===== src/rtl/snoop_resp.sv =====
// rtl/snoop_resp.sv - snoop responder: tag/state table lookup, Modified-block writeback and state downgrade.
// Optional feature macro: SNOOP_STATS_EN adds saturating snoop_hits / snoop_wbs counters.
module snoop_resp (
    input  logic        CLK,
    input  logic        RST,
    input  logic        ccwait,
    input  logic        ccinv,
    input  logic [31:0] ccsnoopaddr,
    output logic        ccwrite,
    output logic        dWEN,
    output logic [31:0] daddr,
    output logic [31:0] dstore,
    input  logic        dwait,
    output logic [2:0]  rd_idx,
    output logic        rd_word,
    input  logic [31:0] rd_data,
    input  logic        upd_en,
    input  logic [2:0]  upd_idx,
    input  logic [25:0] upd_tag,
    input  logic [1:0]  upd_state,
`ifdef SNOOP_STATS_EN
    output logic [15:0] snoop_hits,
    output logic [15:0] snoop_wbs,
`endif
    output logic        snoop_busy
);

    localparam logic [1:0] ST_I = 2'b00;
    localparam logic [1:0] ST_S = 2'b01;
    localparam logic [1:0] ST_M = 2'b10;

    typedef enum logic [2:0] {
        IDLE   = 3'd0,
        LOOKUP = 3'd1,
        WB0    = 3'd2,
        WB1    = 3'd3,
        UPD    = 3'd4,
        DONE   = 3'd5
    } fsm_t;

    fsm_t        r_fsm;
    fsm_t        w_fsm_nxt;

    logic [25:0] r_tag [8];
    logic [1:0]  r_st  [8];
    logic [31:3] r_addr;
    logic        r_inv;
    logic        r_hit;
    logic        r_hit_m;

    logic [2:0]  w_lk_idx;
    logic        w_lk_valid;
    logic        w_lk_hit;
    logic        w_lk_hit_m;
    logic        w_in_wb;
    logic        w_unused_low;

    // Byte offset and word select of the snoop address never reach the table.
    assign w_unused_low = ^ccsnoopaddr[2:0];

    assign w_lk_idx   = ccsnoopaddr[5:3];
    assign w_lk_valid = (r_st[w_lk_idx] == ST_S) || (r_st[w_lk_idx] == ST_M);
    assign w_lk_hit   = w_lk_valid && (r_tag[w_lk_idx] == ccsnoopaddr[31:6]);
    assign w_lk_hit_m = w_lk_hit && (r_st[w_lk_idx] == ST_M);
    assign w_in_wb    = (r_fsm == WB0) || (r_fsm == WB1);

    always_ff @(posedge CLK) begin
        if (RST) begin
            r_fsm <= IDLE;
        end else begin
            r_fsm <= w_fsm_nxt;
        end
    end

    always_comb begin
        w_fsm_nxt  = r_fsm;
        ccwrite    = 1'b0;
        dWEN       = 1'b0;
        rd_word    = 1'b0;
        rd_idx     = 3'd0;
        daddr      = 32'd0;
        dstore     = 32'd0;
        snoop_busy = 1'b1;
        case (r_fsm)
            IDLE: begin
                snoop_busy = ccwait;
                if (ccwait) begin
                    w_fsm_nxt = LOOKUP;
                end
            end
            LOOKUP: begin
                ccwrite = w_lk_hit_m;
                if (!ccwait) begin
                    w_fsm_nxt = IDLE;
                end else if (w_lk_hit_m) begin
                    w_fsm_nxt = WB0;
                end else begin
                    w_fsm_nxt = UPD;
                end
            end
            WB0: begin
                if (!dwait) begin
                    w_fsm_nxt = WB1;
                end
            end
            WB1: begin
                rd_word = 1'b1;
                if (!dwait) begin
                    w_fsm_nxt = UPD;
                end
            end
            UPD: begin
                w_fsm_nxt = DONE;
            end
            DONE: begin
                // Hold here until the controller releases ccwait so one request is serviced once.
                if (!ccwait) begin
                    w_fsm_nxt = IDLE;
                end
            end
            default: begin
                w_fsm_nxt = IDLE;
            end
        endcase
        if (w_in_wb) begin
            ccwrite = 1'b1;
            dWEN    = 1'b1;
            rd_idx  = r_addr[5:3];
            daddr   = {r_addr[31:3], rd_word, 2'b00};
            dstore  = rd_data;
        end
    end

    always_ff @(posedge CLK) begin
        if (RST) begin
            for (int i = 0; i < 8; i++) begin
                r_tag[i] <= '0;
                r_st[i]  <= ST_I;
            end
        end else if ((r_fsm == IDLE) && !ccwait && upd_en) begin
            r_tag[upd_idx] <= upd_tag;
            r_st[upd_idx]  <= upd_state;
        end else if ((r_fsm == UPD) && r_hit) begin
            if (r_inv) begin
                r_st[r_addr[5:3]] <= ST_I;
            end else if (r_hit_m) begin
                r_st[r_addr[5:3]] <= ST_S;
            end
        end
    end

    always_ff @(posedge CLK) begin
        if (RST) begin
            r_addr  <= '0;
            r_inv   <= 1'b0;
            r_hit   <= 1'b0;
            r_hit_m <= 1'b0;
        end else if ((r_fsm == LOOKUP) && ccwait) begin
            r_addr  <= ccsnoopaddr[31:3];
            r_inv   <= ccinv;
            r_hit   <= w_lk_hit;
            r_hit_m <= w_lk_hit_m;
        end
    end

`ifdef SNOOP_STATS_EN
    logic [15:0] r_hits;
    logic [15:0] r_wbs;

    always_ff @(posedge CLK) begin
        if (RST) begin
            r_hits <= '0;
            r_wbs  <= '0;
        end else begin
            if ((r_fsm == LOOKUP) && ccwait && w_lk_hit && (r_hits != 16'hFFFF)) begin
                r_hits <= r_hits + 16'd1;
            end
            if ((r_fsm == WB1) && !dwait && (r_wbs != 16'hFFFF)) begin
                r_wbs <= r_wbs + 16'd1;
            end
        end
    end

    assign snoop_hits = r_hits;
    assign snoop_wbs  = r_wbs;
`endif

endmodule


===== config.mk =====
export PLATFORM = sky130hd
export DESIGN_NAME = snoop_resp
export DESIGN_NICKNAME = d
export VERILOG_FILES = /design/src/rtl/snoop_resp.sv
export SDC_FILE = /design/constraint.sdc
export NUM_CORES = 1
export LEC_CHECK = 0
export ABC_AREA = 1
export BUFFER_PORTS_ARGS = -buffer_cell sky130_fd_sc_hd__clkbuf_2
export CAP_MARGIN = 40
export CORE_MARGIN = 2
export CORE_UTILIZATION = 35
export DETAILED_ROUTE_END_ITERATION = 16
export SYNTH_ARGS = -nofsm -noshare
export SYNTH_HDL_FRONTEND = slang
export SYNTH_SLANG_ARGS = --single-unit

===== constraint.sdc =====
create_clock -name CLK -period 5 [get_ports CLK]
set_input_delay 0.5 -clock CLK [delete_from_list [all_inputs] [get_ports CLK]]
set_output_delay 0.5 -clock CLK [all_outputs]
set_load 0.1 [all_outputs]

==> metrics <==
Hold Vio Cnt, Final=0; Slew @ Worst Pin=~0.82 ns; P&R area growth vs syn=16.3%; First DRT Iteration DRCs=~770; global-route total usage across every layer=around a fifth; hold crit path type=in2reg; Detailed Place HPWL=~23000 µm; fill cell count=3595; Core ar.=36300 µm²; DRT Wirelength=roughly 37000 µm; Largest stage delay, worst path=0.47 ns; clk sinks=between 200 and 300; DR DRC count=0; power per cell area=between 300 and 400 nW/µm²; Startpoint Class=input pin; Cell Area, Synth=12800 µm²; final layout net count=1801; Rows=70; RD Place Congestion=around 0.81; CTS H-tree depth=1; CP Class=in2out; Post-CTS Setup Inserts=0; static leakage=~7.0 nW; Tcrit/Tclk final=about four fifths; Starting Density=a little over a third; status=complete, no violations; synthesized instance count=1558; post-synthesis register bit count=~260; first-pass GRT wire length=between 50000 and 60000 µm; cell family with most CP delay=buffers and inverters; via-per-instance ratio=a little under 5; Register Area=7430 µm²; Skew-Pair Late Insertion Delay=around 0.54 ns; r2r startpoint=r_fsm[1]; Max stage delay cell, worst path=inv_2; clock slew at reported path FFs=approximately 0.06 ns; input/output buffers=166; hold_buf cts=0; TritonCTS clock tree=yes; RSZ-0062 raised after global routing=false; VDD IR max=roughly 0.19 mV; Mapped Avg Cell Area=between 8 and 9 µm²; initial antenna violation count=2; Root Buffer=clkbuf_16; mean routed wirelength per cell=17.0 µm; Post-DRT Antenna Nets=0; flop2flop setup slack=1.66 ns; Max clock buf depth=3; drt pass-1 iters=5; worst path bufs/invs=4; layout cells sized above 1=14.1%; DP Cell Count=about 2100; Die Wd=196 µm; Synth warnings=0; Setup-failing EPs final=0; Critical Path Source=ccsnoopaddr[3]; Required @ worst endpoint=between 4 and 5 ns; Hold Crit Start=RST; routed vias=between 10000 and 15000; vias in the first global route=9992; IO Pins=between 150 and 200; pin count of the biggest net entering global routing=57; Area contributors post-synth=edfxtp_1, nor2_1, nand2_1, inv_1, dfxtp_1; final slew viol count=0; cts repair resizes=0; final cell count without fillers=2190; crit-path cells=buf_4, inv_2, buf_12, nand2_1, nand3_1, nand3_1, nand2_1, nand2_1, nand2_1, nand2_1, nor2_1, nand2_1, nor2_1, nand3_1, o21ai_0, buf_12; Max Fclk=~250 MHz; Synth area leader=edfxtp_1; total congestion overflow=0; top cell type's share of synthesized area=between 50% and 60%; post-route minimum period=3.92 ns; Critical Path AT=3.42 ns; Worst path most repeated cell=nand2_1; number of max-cap violations=0; Total Neg Setup Slack=0 ns; relative slew slack=approximately 45%; Chip Height=between 150 and 200 µm; area taken by multi-input logic gates=about 4000 µm²; count of cell types in the netlist=29; Seq/Total Area, Yosys=between 50 and 60%; clk_skew=between 0.005 and 0.006 ns; CTS buffer count=28; CP endpoint kind=output port; critical path peak fanout=55; DIE AREA=roughly 38000 µm²
## worst register-to-register path, delay by kind of cell (launching register included)
family,cells,cell delay [ns]
buffers and inverters,2,0.54
AND/OR/NAND/NOR,6,2.12
flip-flops,1,0.33
## synthesized netlist by cell type, drive strengths merged
master / count
a21oi: 37
a31oi: 2
and2: 1
buf: 49
clkbuf: 31
conb: 1
dfxtp: 35
edfxtp: 224
ha: 1
inv: 236
nand2: 327
nand3: 115
nand3b: 9
nand4: 1
nor2: 405
nor3: 1
nor4b: 1
o21ai: 78
o221ai: 1
o22ai: 2
or2: 1
## through the flow
| step | util (%) | worst slack (ns) | total power (W) | instance area [µm²] | hold slack [ns] |
|---|---|---|---|---|---|
| 5_1_grt | 41.1 | 0.834 | 0.00515 | 14900 | 0.221 |
| 4_1_cts | 41.1 | 1.07 | 0.00499 | 14900 | 0.213 |
| 2_1_floorplan | - | 0.309 | 0.00284 | 12800 | 0.430 |
| 3_5_place_dp | 38.7 | 1.08 | 0.00302 | 14100 | 0.448 |
| 6_report | 41.1 | 1.08 | 0.00497 | 14900 | 0.228 |
| 3_3_place_gp | 38.6 | 1.09 | 0.00300 | 14000 | 0.441 |
## cell families after synthesis
group	Yosys count	synth area share [%]
other	1	0.0292
and+or+nand+nor	861	26.8
DFF	259	57.8
adders and majority gates	1	0.0974
buffers and inverters	316	10.5
AOI/OAI and AO/OA	120	4.74
## metal layers
layer | vias up | track usage [%] | wire (µm)
met5 | - | 0 | 13
met4 | 2 | 5.97 | 981
li1 | 5162 | - | -
met1 | 4938 | 25.5 | 15900
met3 | 71 | 4.39 | 3300
met2 | 434 | 31.9 | 17100
## flip-flops by register name, indices dropped and copies added, names as in the netlist
signal,flops
r_hit,1
r_addr,29
r_inv,1
r_fsm,3
r_tag,208
r_hit_m,1
r_st,16
## power breakdown
group | switching (W) | internal (W) | total [W]
clock | 0.000839 | 0.00116 | 0.00199
sequential | 0.0000254 | 0.00244 | 0.00246
combinational | 0.000361 | 0.000147 | 0.000508
## final timing paths
path / endpoint / cells past startpoint
setup / recovery: ccwrite / 16
hold / removal: r_fsm[1] / 2
setup reg to reg: r_tag[2][14] / 8
hold reg to reg: r_addr[30] / 2
## layout make-up
| class | instances | share of cell area [%] |
|---|---|---|
| Sequential cell | 259 | 49.7 |
| Multi-Input combinational cell | 984 | 27.3 |
| Timing Repair Buffer | 190 | 7.27 |
| Inverter | 236 | 5.93 |
| Clock buffer | 35 | 5.01 |
| Tap cell | 468 | 3.92 |
| Clock inverter | 17 | 0.854 |
| Antenna cell | 1 | 0.0167 |
## layout by cell type (no fill, tap or decap), types with 6 or more instances in the layout
cell type,instances
nor2_1,404
nand2_1,319
inv_1,232
edfxtp_1,224
clkbuf_2,164
nand3_1,114
o21ai_0,68
a21oi_1,37
dfxtp_1,35
clkbuf_16,29
buf_4,21
o21ai_1,10
nand3b_1,9
nand2_2,8
clkinv_1,8
clkinv_2,6
clkbuf_1,6
Power figures use the tool's default switching activity.
